<file path="config.mk">
export PLATFORM = sky130hd
export DESIGN_NAME = online_mult_seq
export DESIGN_NICKNAME = d
export VERILOG_FILES = /design/src/rtl/online_mult_seq.sv
export SDC_FILE = /design/constraint.sdc
export NUM_CORES = 1
export LEC_CHECK = 0
export BUFFER_PORTS_ARGS = -buffer_cell sky130_fd_sc_hd__buf_4
export CAP_MARGIN = 20
export CORE_ASPECT_RATIO = 0.8
export CORE_UTILIZATION = 23
export CTS_CLUSTER_DIAMETER = 80
export DETAILED_ROUTE_END_ITERATION = 7
export GPL_TIMING_DRIVEN = 0
export PLACE_DENSITY_LB_ADDON = 0.1
export RECOVER_POWER = 50
export SLEW_MARGIN = 40
export SYNTH_ARGS = -nofsm -noshare
export SYNTH_HDL_FRONTEND = slang
export SYNTH_SLANG_ARGS = --single-unit
</file>
<file path="constraint.sdc">
create_clock -name clk -period 9.4 [get_ports clk]
set_input_delay 1.88 -clock clk [delete_from_list [all_inputs] [get_ports clk]]
set_output_delay 1.88 -clock clk [all_outputs]
set_load 0.03 [all_outputs]
</file>
<file path="src/rtl/online_mult_seq.sv">
// online_mult_seq: MSD-first signed-digit online multiplier, radix 2**RADIX_LOG2, online delay DELTA.
// Define ONLINE_MULT_RESIDUAL_OUT_EN to expose the residual (w_out) and a selection-saturation pulse (sel_sat).
module online_mult_seq #(
   parameter  int NO_OF_DIGITS = 8,
   parameter  int RADIX_LOG2   = 1,
   parameter  int RADIX_BITS   = 2,
   parameter  int DELTA        = 3,
   localparam int FW           = RADIX_LOG2 * (NO_OF_DIGITS + DELTA),
   localparam int WW           = 4 + RADIX_LOG2 + FW
) (
   input  logic                         clk,
   input  logic                         reset,
   input  logic                         start,
   input  logic                         in_valid,
   output logic                         in_ready,
   input  logic signed [RADIX_BITS-1:0] x_dig,
   input  logic signed [RADIX_BITS-1:0] y_dig,
   output logic signed [RADIX_BITS-1:0] p_dig,
   output logic                         out_valid,
   output logic                         done,
   output logic                         busy
`ifdef ONLINE_MULT_RESIDUAL_OUT_EN
   ,
   output logic signed [WW-1:0]         w_out,
   output logic                         sel_sat
`endif
);
   localparam int XW = RADIX_LOG2 * NO_OF_DIGITS + 1;
   localparam int TW = XW + RADIX_BITS + 1;
   localparam int CW = $clog2(NO_OF_DIGITS + DELTA + 1);
   localparam logic [CW-1:0] LAST_IN = CW'(NO_OF_DIGITS - 1);
   localparam logic [CW-1:0] LAST    = CW'(NO_OF_DIGITS + DELTA - 1);
   localparam logic [CW-1:0] SEL_K   = CW'(DELTA);
   localparam logic signed [WW-1:0] HALF = WW'(1) <<< (FW - 1);
   localparam logic signed [WW-1:0] PMAX = WW'((1 << RADIX_LOG2) - 1);
   localparam logic signed [WW-1:0] PMIN = -PMAX;

   typedef enum logic [1:0] {IDLE, RUN_IN, RUN_FLUSH} state_t;

   state_t                       r_state;
   logic [CW-1:0]                r_cnt;
   logic signed [XW-1:0]         r_x, r_y;
   logic signed [WW-1:0]         r_w;
   int                           w_sh;
   logic                         w_step, w_sel, w_hi, w_lo;
   logic signed [RADIX_BITS-1:0] w_x, w_y;
   logic signed [XW-1:0]         w_xs, w_ys, w_yn;
   logic signed [TW-1:0]         w_term;
   logic signed [WW-1:0]         w_v, w_fl, w_p, w_wn;

   assign in_ready = r_state == RUN_IN;
   assign busy     = r_state != IDLE;
`ifdef ONLINE_MULT_RESIDUAL_OUT_EN
   assign w_out    = r_w;
`endif

   // X/Y are scaled by r^n and W by r^(n+delta), so term*r^-delta lands on W's LSB exactly
   always_comb begin
      w_step = (r_state == RUN_IN && in_valid) || r_state == RUN_FLUSH;
      w_x    = r_state == RUN_IN ? x_dig : '0;
      w_y    = r_state == RUN_IN ? y_dig : '0;
      w_sh   = r_cnt <= LAST_IN ? RADIX_LOG2 * (NO_OF_DIGITS - 1 - int'(r_cnt)) : 0;
      w_xs   = XW'(w_x) <<< w_sh;
      w_ys   = XW'(w_y) <<< w_sh;
      w_yn   = r_y + w_ys;
      w_term = TW'(r_x) * TW'(w_y) + TW'(w_yn) * TW'(w_x);
      w_v    = (r_w <<< RADIX_LOG2) + WW'(w_term);
      w_fl   = (w_v + HALF) >>> FW;
      w_hi   = w_fl > PMAX;
      w_lo   = w_fl < PMIN;
      w_p    = w_hi ? PMAX : w_lo ? PMIN : w_fl;
      w_sel  = r_cnt >= SEL_K;
      w_wn   = w_sel ? w_v - (w_p <<< FW) : w_v;
   end

   always_ff @(posedge clk) begin
      if (reset) begin
         r_state   <= IDLE;
         r_cnt     <= '0;
         r_x       <= '0;
         r_y       <= '0;
         r_w       <= '0;
         p_dig     <= '0;
         out_valid <= 1'b0;
         done      <= 1'b0;
`ifdef ONLINE_MULT_RESIDUAL_OUT_EN
         sel_sat   <= 1'b0;
`endif
      end else begin
         out_valid <= 1'b0;
         done      <= 1'b0;
`ifdef ONLINE_MULT_RESIDUAL_OUT_EN
         sel_sat   <= 1'b0;
`endif
         if (r_state == IDLE) begin
            if (start) begin
               r_state <= RUN_IN;
               r_cnt   <= '0;
               r_x     <= '0;
               r_y     <= '0;
               r_w     <= '0;
            end
         end else if (w_step) begin
            r_cnt     <= r_cnt + CW'(1);
            r_x       <= r_x + w_xs;
            r_y       <= w_yn;
            r_w       <= w_wn;
            out_valid <= w_sel;
            if (w_sel)
               p_dig <= w_p[RADIX_BITS-1:0];
`ifdef ONLINE_MULT_RESIDUAL_OUT_EN
            sel_sat   <= w_sel && (w_hi || w_lo);
`endif
            if (r_cnt == LAST) begin
               r_state <= IDLE;
               done    <= 1'b1;
            end else if (r_state == RUN_IN && r_cnt == LAST_IN)
               r_state <= RUN_FLUSH;
         end
      end
   end
endmodule
</file>
# Yosys cells after proc, flatten, opt, wreduce, memory -nomap -nowiden
# Cells that the tools add are included.
[op_classes]
addsub = 8
n_mul = 2
order_cmp = 4
n_eq_ne = 5
n_shift = 2
n_mux = 23
n_bitwise = 2
n_reduce_logical = 11
[op_table]
columns = ["cell", "count"]
rows = [
  ["2-bit by 32-bit <<< shifter with 9-bit output", 2],
  ["15-bit two-way mux", 4],
  ["9-bit two-way mux", 5],
  ["32-bit two-way mux", 1],
  ["9-bit by 2-bit multiplier with 11-bit output", 2],
  ["4-bit two-way mux", 5],
  ["9-bit adder", 2],
  ["16-bit by 12-bit adder with 16-bit output", 1],
  ["16-bit by 12-bit adder with 16-bit output, second input constant", 1],
  ["15-bit subtractor", 1],
  ["2-bit two-way mux", 7],
  ["11-bit by 11-bit adder with 12-bit output", 1],
  ["3-bit AND reduction", 2],
  ["5-bit by 2-bit > comparator with 1-bit output, second input constant", 1],
  ["5-bit by 1-bit less-than comparator with 1-bit output, second input constant", 1],
  ["3-bit by 4-bit subtractor with 5-bit output, first input constant", 1],
  ["4-bit by 1-bit adder with 4-bit output, second input constant", 1],
  ["4-bit by 3-bit equality test with 1-bit output, second input constant", 1],
  ["4-bit equality test, second input constant", 1],
  ["4-bit by 2-bit greater-or-equal comparator with 1-bit output, second input constant", 1],
  ["4-bit by 3-bit <= comparator with 1-bit output, second input constant", 1],
  ["2-bit nonzero test", 2],
  ["3-bit nonzero test", 1],
  ["3-bit OR reduction", 1],
  ["9 further kinds", 11],
]
[totals]
regBits = 43
in_bits = 8

# Logic depth before layout (Yosys ltp)
# Gate-level depths: netlist of run 1.
[logic_depth]
word_depth = 15
ltp_mapped = 40
ltp_nobuf = 39

# Least setup slack after synthesis of run 1
# No wires, ideal clock.
[synth_timing]
path_type = "input port to flip-flop"
startpoint = "input port y_dig[1]"
endpoint = "register r_w[14]"
setup_time_ns = 0.079
t_arrival_ns = 9.485
required_ns = 9.321
setup_slack_ns = -0.164
path_stages = 37
path_cell_list = "and2_1 > clkbuf_1 > nand2_1 > o31a_1 > o21ai_0 > ha_1 > a21o_1 > a21oi_1 > o21bai_1 > a21oi_1 > xnor2_1 > nor2_1 > fa_1 > fa_1 > inv_1 > fa_1 > inv_1 > ha_1 > buf_6 > a211o_1 > a31o_1 > a221oi_4 > mux2_2 > and2_2 > ha_1 > xnor3_1 > a311o_1 > mux2i_1 > nand3b_1 > ha_1 > inv_1 > a21o_1 > a21oi_1 > xor2_1 > xnor2_1 > or4_1 > o211ai_1"
[synth_via]
elab_chain_len = 14
elab_cells_between_ends = 16
cone_classes = "5 x add/sub; 2 x mul; 2 x order compare; 1 x shift; 6 x mux"
[synth_lines]
columns = ["item", "line_no", "source"]
rows = [
  ["start: declaration", "17", "input logic signed [RADIX_BITS-1:0] y_dig,"],
  ["2-bit two-way mux (*)", "61", "w_y = r_state == RUN_IN ? y_dig : '0;"],
  ["2-bit by 32-bit <<< shifter with 9-bit output", "64", "w_ys = XW'(w_y) <<< w_sh;"],
  ["9-bit adder", "65", "w_yn = r_y + w_ys;"],
  ["9-bit by 2-bit multiplier with 11-bit output", "66", "w_term = TW'(r_x) * TW'(w_y) + TW'(w_yn) * TW'(w_x);"],
  ["11-bit by 11-bit adder with 12-bit output (*)", "66", ""],
  ["16-bit by 12-bit adder with 16-bit output (*)", "67", "w_v = (r_w <<< RADIX_LOG2) + WW'(w_term);"],
  ["16-bit by 12-bit adder with 16-bit output (*)", "68", "w_fl = (w_v + HALF) >>> FW;"],
  ["5-bit by 1-bit less-than comparator with 1-bit output", "70", "w_lo = w_fl < PMIN;"],
  ["4-bit two-way mux", "71", "w_p = w_hi ? PMAX : w_lo ? PMIN : w_fl;"],
  ["4-bit two-way mux (*)", "71", ""],
  ["named net w_p[0]", "49", "logic signed [WW-1:0] w_v, w_fl, w_p, w_wn;"],
  ["15-bit subtractor (*)", "73", "w_wn = w_sel ? w_v - (w_p <<< FW) : w_v;"],
  ["15-bit two-way mux (*)", "73", ""],
  ["15-bit two-way mux (*)", "103", "end else if (w_step) begin"],
  ["15-bit two-way mux (*)", "95", "if (r_state == IDLE) begin"],
  ["end signal: assignment", "107", "r_w <= w_wn;"],
  ["end: declaration", "43", "logic signed [WW-1:0] r_w;"],
]
# The timed path passes the listed nets; every way through them passes the cells marked *. The select of a mux whose other input is x is not followed.
# A chain may end at the register's enable or synchronous reset.

# Worst setup path in the final report of run 1
[layout_timing]
startpoint = "input port y_dig[0]"
endpoint = "register r_w[14]"
# The elaborated chain is that of the path after synthesis.

==> impl_metrics.ini, run 1 <==
[yosys]
yosysWarnings = 0
ys_seq_area_frac = 0.190
avgSynthCellArea_um2 = 8.37
async_flop_share = 0
ys_seq_elements = 43
synth_edf_count = 0
synth.distinct_cells = 67
synth_nets = 626
syn_area_mm2 = 0.00453
synth_ff_type = dfxtp_1
syn_inst = 542

[sta]
fin_setup_tns_ps = 0
fin_skew_ps = 9.05
setup_slack_ps = 308
finalHoldViolCount = 0
finalCriticalPeriod_ps = 9090
finalSetupViolCount = 0
clock.fmax_mhz = 110
slew_viol_final = 0
period_share = 0.967
worst_slew_pin_slew_ps = 911
max-slew-margin-rel = 0.390
hold-worst-slack_ps = 454

[pwr]
p_sw_frac = 0.336
p_switching_uw = 187
comb_power_share = 0.339
seq_power_share = 0.335
leakage_nw = 2.46
vdd_drop_max_uv = 41.4
p_clk_frac = 0.326
power_density_mw_per_mm2 = 102
p_int_uw = 370

[placement]
dp_slack_ps = -1280
gp_congestion = 0.784
postPlaceCellArea_mm2 = 0.00497
dp_cells = 813
io_buffers = 13
hpwl_um = 10300

[clock_network]
ctsHoldBuffers = 0
cts-htree-levels = 2
path_clk_slew_ps = 70
clkSinkCount = 43
cts_buffer_depth = 2
cts_buffers = 5
cts_tree = yes
root_buffer = clkbuf_16
clk_latency_ps = 290

[cells_and_area]
areaGrowthSynthToFinish_pct = 20.6
seqCellArea_um2 = 861
final_nets = 661
drive_gt1_frac = 0.180
n_antenna_cell = 0
fillers = 2163
final_cells = 835
multi_input_area_mm2 = 0.00356
fin_area_mm2 = 0.00547

[setup_path]
slowest_delay_ps = 520
worstSetupStartpointType = input pin
criticalPathCategory = input pin to register
arrival_ps = 9310
cp_slowest_cell = or4_1
cpMostUsedCell = a21oi_2
critPathCaptureType = register
cp_data_required_time_ps = 9620
crit_fanout = 8
rrSetupSlack_ps = 490

[drt]
first_iter_violations = 240
wl_um = 13000
viasPerCell = 4.66
wl_per_cell_um = 15.6
drc = 0
drt_pass1_iterations = 4
antenna_left = 0
vias = 3892

[global_routing]
grt-ovfl-total = 0
grt_first_pass_wirelength_um = 20900
grt_pass1_vias = 3872
grt_max_degree = 13
grt_usage = 0.132
grt_antenna_before_repair = 0

[floorplanning]
core_area_mm2 = 0.0191
start_util = 0.237
dieHeight_um = 128
rows = 45
dieArea_mm2 = 0.0203
pin_count = 14
die_w_um = 159

[status]
status = finished, final reports clean

[job]
drv_cap = 0

[hold_path]
hold_path_class = register to register
flip-flops by register name, indices dropped and copies added (netlist names):
signal / cells
done: 1
out_valid: 1
p_dig: 2
r_cnt: 4
r_state: 2
r_w: 15
r_x: 9
r_y: 9
cell type report:
class | instances | share of cell area
Sequential cell | 43 | 0.157
Inverter | 75 | 0.0515
Buffer | 19 | 0.0172
Tap cell | 258 | 0.0590
Multi-Input combinational cell | 404 | 0.652
Clock buffer | 6 | 0.0254
Clock inverter | 1 | 0.000915
Timing Repair Buffer | 29 | 0.0371
per-stage QoR:
stage                     power (mW)   util
after floorplan                0.313      -
after global placement         0.355  0.260
after detailed placement       0.356  0.260
after CTS                      0.556  0.276
after global routing           0.594  0.286
final                          0.557  0.286
power groups by stage:
stage,sequential [mW],clock (mW),combinational [mW]
after floorplan,0.190,0,0.122
after global placement,0.191,0,0.164
after detailed placement,0.191,0,0.165
after CTS,0.187,0.191,0.178
after global routing,0.187,0.196,0.211
final,0.187,0.182,0.189
repair_timing:
action | 4_1_cts | 5_1_grt
endpoints found under the setup margin | 4 | 3
pin swaps | 17 | 41
buffers inserted | 8 | 8
gates resized for setup | 28 | 43
synthesized netlist by cell type, drive strengths merged, types with 2 or more instances:
cell type / instances / area (um2)
a21oi: 25 / 129
a31oi: 3 / 18.8
nand2: 42 / 158
o22ai: 2 / 12.5
and3: 8 / 50.1
nor4b: 2 / 17.5
nand4: 3 / 18.8
o31ai: 2 / 28.8
xor2: 9 / 78.8
or3: 2 / 13.8
clkbuf: 18 / 67.6
a311o: 2 / 20.0
a211oi: 4 / 42.5
or2: 5 / 31.3
a32oi: 3 / 26.3
nor2b: 2 / 12.5
fa: 36 / 721
nor3: 7 / 35.0
o22a: 2 / 17.5
nand3: 8 / 40.0
o31a: 2 / 17.5
nor2: 47 / 176
a21boi: 4 / 30.0
and2: 10 / 63.8
o211ai: 3 / 36.3
o21ai: 37 / 185
o21bai: 10 / 75.1
ha: 40 / 500
a31o: 2 / 17.5
inv: 75 / 282
xnor2: 22 / 200
a221oi: 3 / 43.8
mux2i: 2 / 20.0
nand3b: 4 / 30.0
nand2b: 5 / 31.3
o21a: 3 / 22.5
buf: 2 / 15.0
dfxtp: 43 / 861
a22o: 13 / 114
o41ai: 2 / 17.5
a21o: 14 / 108
layer usage:
layer / track usage / part of all wire
met5: 0 / 0
met4: 0.0198 / 0.0034
met3: 0.0227 / 0.044
met2: 0.203 / 0.44
met1: 0.193 / 0.52
worst paths after layout:
path,startpoint,endpoint,depth (start not counted)
min,r_w[1],r_w[1],2
max reg2reg,r_state[0],r_w[14],39
max,y_dig[0],r_w[14],37
min reg2reg,r_w[1],r_w[1],2
critical path: cells and delay by family:
| kind | cells | cell delay [ps] |
|---|---|---|
| AO/OA/AOI/OAI | 15 | 2710 |
| adder cells (fa/ha/maj) | 7 | 2190 |
| AND/OR/NAND/NOR | 5 | 1060 |
| XOR/XNOR | 4 | 640 |
| multiplexers | 2 | 560 |
| buffers and inverters | 4 | 260 |
kinds of logic after synthesis:
family                     count (synthesis)  share of synthesized area
buffers and inverters                     95                     0.0803
muxes                                      3                    0.00690
DFF                                       43                      0.190
and+or+nand+nor                          151                      0.161
xor gates and xnor gates                  32                     0.0665
adders and majority gates                 76                      0.269
AOI/OAI and AO/OA                        142                      0.226
layout by cell type (no fill, tap or decap), drive strengths merged, types with 5 or more instances in the layout:
master   n
inv     75
or2      5
nand2b   5
nand3    8
a22o    13
and2    10
and3     8
nor2    47
nand2   42
ha      40
nor3     7
a21oi   25
dfxtp   43
fa      36
a21o    14
xnor2   22
xor2     9
buf     24
clkbuf  30
o21bai  10
o21ai   37
No activity file was read; power rests on OpenSTA's default activity.
==> run 2: changes to the inputs <==
--- a/config.mk
+++ b/config.mk
@@ -7,14 +7,15 @@
 export LEC_CHECK = 0
 export BUFFER_PORTS_ARGS = -buffer_cell sky130_fd_sc_hd__buf_4
 export CAP_MARGIN = 20
+export CELL_PAD_IN_SITES_DETAIL_PLACEMENT = 1
+export CELL_PAD_IN_SITES_GLOBAL_PLACEMENT = 2
 export CORE_ASPECT_RATIO = 0.8
 export CORE_UTILIZATION = 23
-export CTS_CLUSTER_DIAMETER = 80
+export CTS_CLUSTER_DIAMETER = 100
 export DETAILED_ROUTE_END_ITERATION = 7
 export GPL_TIMING_DRIVEN = 0
 export PLACE_DENSITY_LB_ADDON = 0.1
 export RECOVER_POWER = 50
-export SLEW_MARGIN = 40
 export SYNTH_ARGS = -nofsm -noshare
 export SYNTH_HDL_FRONTEND = slang
 export SYNTH_SLANG_ARGS = --single-unit
==> impl_metrics.ini, run 2 (same netlist as run 1, synthesis figures left out) <==
[status]
status = finished, final reports clean

[clock_network]
cts_tree = yes
root_buffer = clkbuf_16
clkSinkCount = 43
cts-htree-levels = 2
cts_buffer_depth = 2
path_clk_slew_ps = 70
clk_latency_ps = 300
cts_buffers = 5

[global_routing]
grt_antenna_before_repair = 1
grt-busiest-layer = met2
met2_usage = 0.235
met3_usage = 0.0195
grt-ovfl-total = 0
grt_max_degree = 13
grtUsageMet1 = 0.225
grt_usage = 0.151
grt_pass1_vias = 4271
grt_first_pass_wirelength_um = 23700

[cells_and_area]
drive_gt1_frac = 0.179
largestRegisters = r_w (15), r_x (9), r_y (9)
final_cell_mix = 74 x inv_1, 44 x nor2_1, 43 x dfxtp_1
largest_reg_flops = 15
final_cells = 844
layout_commonest_cell = inv_1
fin_area_mm2 = 0.00554
areaGrowthSynthToFinish_pct = 22.1
n_antenna_cell = 0
final_core_util = 0.289
final_nets = 670
largest-register = r_w
fillers = 2280

[drt]
first_iter_violations = 145
wl_um = 14700
vias = 3975
wl_per_cell_um = 17.4
drc = 0
drt_pass1_iterations = 4
antenna_left = 0
viasPerCell = 4.71

[floorplanning]
start_util = 0.237
die_w_um = 159
pin_count = 14
dieHeight_um = 128
core_area_mm2 = 0.0191
rows = 45
dieArea_mm2 = 0.0203

[placement]
gp_congestion = 0.732
postPlaceCellArea_mm2 = 0.00497
dp_cells = 813
hpwl_um = 11700
io_buffers = 13
dp_slack_ps = -1350

[setup_path]
criticalPathCategory = input pin to register
critPathCaptureType = register
slowest_delay_ps = 530
worstSetupStartpointType = input pin
crit_fanout = 7
arrival_ps = 9570
cp_data_required_time_ps = 9620
cp_slowest_cell = or4_1

[sta]
fin_setup_tns_ps = 0
setup_slack_ps = 42.5
max-slew-margin-rel = 0.340
clock.fmax_mhz = 107
worst_slew_pin_slew_ps = 986
fin_skew_ps = 11.8
finalHoldViolCount = 0
period_share = 0.995
finalCriticalPeriod_ps = 9360
rsz0062_at_grt = true
slew_viol_final = 0
finalSetupViolCount = 0

[job]
drv_cap = 0

[pwr]
vdd_drop_max_uv = 67.4
power_density_mw_per_mm2 = 108
leakage_nw = 2.52

[hold_path]
hold_path_class = register to register
[run 2: routing by layer]
metal  part of all wire  wire (um)
met4             0.0045         66
met3              0.015        227
met2               0.43       6350
met5                  0          0
met1               0.55       8020
[run 2: worst paths after layout]
check	slack (ps)	depth (start not counted)	to	from
worst max-delay path	40	38	r_w[14]	y_dig[1]
worst min-delay path	460	2	r_w[8]	r_w[8]
worst max register to register	370	38	r_w[14]	r_state[0]
worst min register to register	460	2	r_w[8]	r_w[8]
[run 2: critical path, delay by kind of cell]
family / cells / cell delay (ps)
AOI/OAI and AO/OA: 13 / 2330
xor gates and xnor gates: 4 / 620
and+or+nand+nor: 6 / 1190
muxes: 2 / 540
adders and majority gates: 7 / 2510
buffers and inverters: 6 / 490
[run 2: repair_timing]
| action | CTS | global route |
|---|---|---|
| setup buffers | 18 | 7 |
| setup endpoints to repair | 4 | 4 |
| pin swaps | 20 | 37 |
| gates resized for setup | 33 | 29 |
| hold buffers | 0 | 0 |
[run 2: cell type report]
class | count | area [um2] | share of cell area
inverters | 75 | 282 | 0.0509
multi-input cells | 404 | 3550 | 0.642
flip-flops and latches | 43 | 861 | 0.156
clock inverters | 1 | 5.00 | 0.000904
well taps | 258 | 323 | 0.0583
clock buffers | 6 | 139 | 0.0251
plain buffers | 19 | 95.1 | 0.0172
repair buffers | 38 | 278 | 0.0502
[run 2: through the flow]
| step | total power, mW | hold WS, ps |
|---|---|---|
| floorplan | 0.313 | 425 |
| global placement | 0.358 | 437 |
| detailed placement | 0.361 | 447 |
| CTS | 0.585 | 464 |
| global route | 0.639 | 492 |
| finish | 0.597 | 461 |
[run 2: power breakdown]
part           switching [mW]  internal [mW]
Combinational           0.120          0.104
Clock                  0.0819          0.104
Sequential            0.00215          0.185
==> run 3: changes to the inputs <==
--- a/config.mk
+++ b/config.mk
@@ -9,7 +9,6 @@
 export CAP_MARGIN = 20
 export CELL_PAD_IN_SITES_DETAIL_PLACEMENT = 1
 export CELL_PAD_IN_SITES_GLOBAL_PLACEMENT = 2
-export CORE_ASPECT_RATIO = 0.8
 export CORE_UTILIZATION = 23
 export CTS_CLUSTER_DIAMETER = 100
 export DETAILED_ROUTE_END_ITERATION = 7
==> impl_metrics.ini, run 3 (same netlist as run 1, synthesis figures left out) <==
[floorplanning]
start_util = 0.238
dieHeight_um = 142
core_area_mm2 = 0.0190
die_w_um = 142
dieArea_mm2 = 0.0203
pin_count = 14
rows = 50

[sta]
clock.fmax_mhz = 109
finalHoldViolCount = 0
rsz0062_at_grt = true
period_share = 0.978
finalCriticalPeriod_ps = 9200
worst_slew_pin_slew_ps = 916
fin_skew_ps = 16.7
slew_viol_final = 0
hold-worst-slack_ps = 458
finalSetupViolCount = 0
max-slew-margin-rel = 0.387

[global_routing]
grt_usage = 0.153
grt-ovfl-total = 0
grt_antenna_before_repair = 0
grt_first_pass_wirelength_um = 23300
grt_pass1_vias = 4178
grt_max_degree = 15

[setup_path]
cpMostUsedCell = buf_4
slowest_delay_ps = 510
arrival_ps = 9410
critPathCaptureType = register
cp_slowest_cell = fa_1
crit_fanout = 5
criticalPathCategory = input pin to register
cp_data_required_time_ps = 9610
worstSetupStartpointType = input pin

[cells_and_area]
layout_commonest_cell = inv_1
final_core_util = 0.298
largestRegisters = r_w (15), r_x (9), r_y (9)
areaGrowthSynthToFinish_pct = 24.9
largest-register = r_w
drive_gt1_frac = 0.208
n_antenna_cell = 0
final_cell_mix = 72 x inv_1, 43 x dfxtp_1, 42 x nor2_1
largest_reg_flops = 15
final_cells = 855
final_nets = 678

[drt]
drt_pass1_iterations = 4
wl_met1_um = 7210
viasPerCell = 4.64
drc = 0
vias = 3971
met3_wirelength_um = 346
antenna_left = 0
highest_layer = met4
wl_um = 14700
wl_per_cell_um = 17.2
first_iter_violations = 144
wl_met2_um = 7060

[pwr]
vdd_drop_max_uv = 68.3
p_sw_frac = 0.332
p_clk_frac = 0.341
p_switching_uw = 207
p_int_uw = 417
power_density_mw_per_mm2 = 110
seq_power_share = 0.299
comb_power_share = 0.360
leakage_nw = 2.55

[status]
status = finished, final reports clean

[placement]
hpwl_um = 11200
gp_congestion = 0.747
io_buffers = 13
dp_cells = 815

[clock_network]
cts_buffer_depth = 2
root_buffer = clkbuf_16
cts-htree-levels = 2
path_clk_slew_ps = 70
clkSinkCount = 43
cts_buffers = 5
ctsHoldBuffers = 0
cts_tree = yes
clk_latency_ps = 300

[hold_path]
hold_path_class = register to register

[job]
drv_cap = 0
-- run 3: worst max-delay path: cells and delay by family --
kind | cells | cell delay [ps]
multiplexers | 1 | 160
AND/OR/NAND/NOR | 5 | 900
adder cells (fa/ha/maj) | 5 | 2070
AO/OA/AOI/OAI | 11 | 2020
XOR/XNOR | 1 | 70
buffers and inverters | 20 | 2280
-- run 3: power by group through the flow --
stage          clock network (mW)  registers, mW  logic (mW)
4_1_cts                     0.222          0.187       0.212
3_3_place_gp                    0          0.191       0.168
2_1_floorplan                   0          0.190       0.122
6_report                    0.213          0.187       0.224
5_1_grt                     0.230          0.187       0.251
3_5_place_dp                    0          0.191       0.169
-- run 3: timing repair --
action | in CTS | in global routing
gates resized for setup | 45 | 32
pin swaps | 31 | 31
endpoints found under the setup margin | 4 | 4
buffers inserted | 23 | 10
-- run 3: layout make-up --
class | count | area [um2]
fill | 2296 | 13400
multi-input combinational | 404 | 3590
sequential | 43 | 861
timing repair buffer | 46 | 338
tap | 260 | 325
inverter | 75 | 282
clock buffer | 5 | 125
buffer | 19 | 95.1
clock inverter | 3 | 43.8
-- run 3: routing by layer --
layer | GRT usage | up-vias
met5 | 0 | -
met2 | 0.254 | 25
met4 | 0.0209 | 0
li1 | - | 1949
met3 | 0.0188 | 5
met1 | 0.214 | 1992
-- run 3: path summary, 6_finish.rpt --
| check | start | to | slack, ps | cells past startpoint |
|---|---|---|---|---|
| max | y_dig[1] | p_dig[0] | 200 | 43 |
| min | r_w[1] | r_w[1] | 460 | 2 |
| max reg2reg | r_state[0] | p_dig[0] | 550 | 43 |
| min reg2reg | r_w[1] | r_w[1] | 460 | 2 |
-- run 3: stage by stage --
| step | TNS [ps] | power [mW] | setup slack (ps) | instance area [um2] |
|---|---|---|---|---|
| floorplan | 0 | 0.313 | 27.5 | 4550 |
| global placement | -4510 | 0.358 | -1330 | 4970 |
| detailed placement | -4600 | 0.360 | -1340 | 4970 |
| CTS | 0 | 0.621 | 1.66 | 5500 |
| global route | -122 | 0.668 | -51.0 | 5660 |
| finish | 0 | 0.624 | 203 | 5660 |
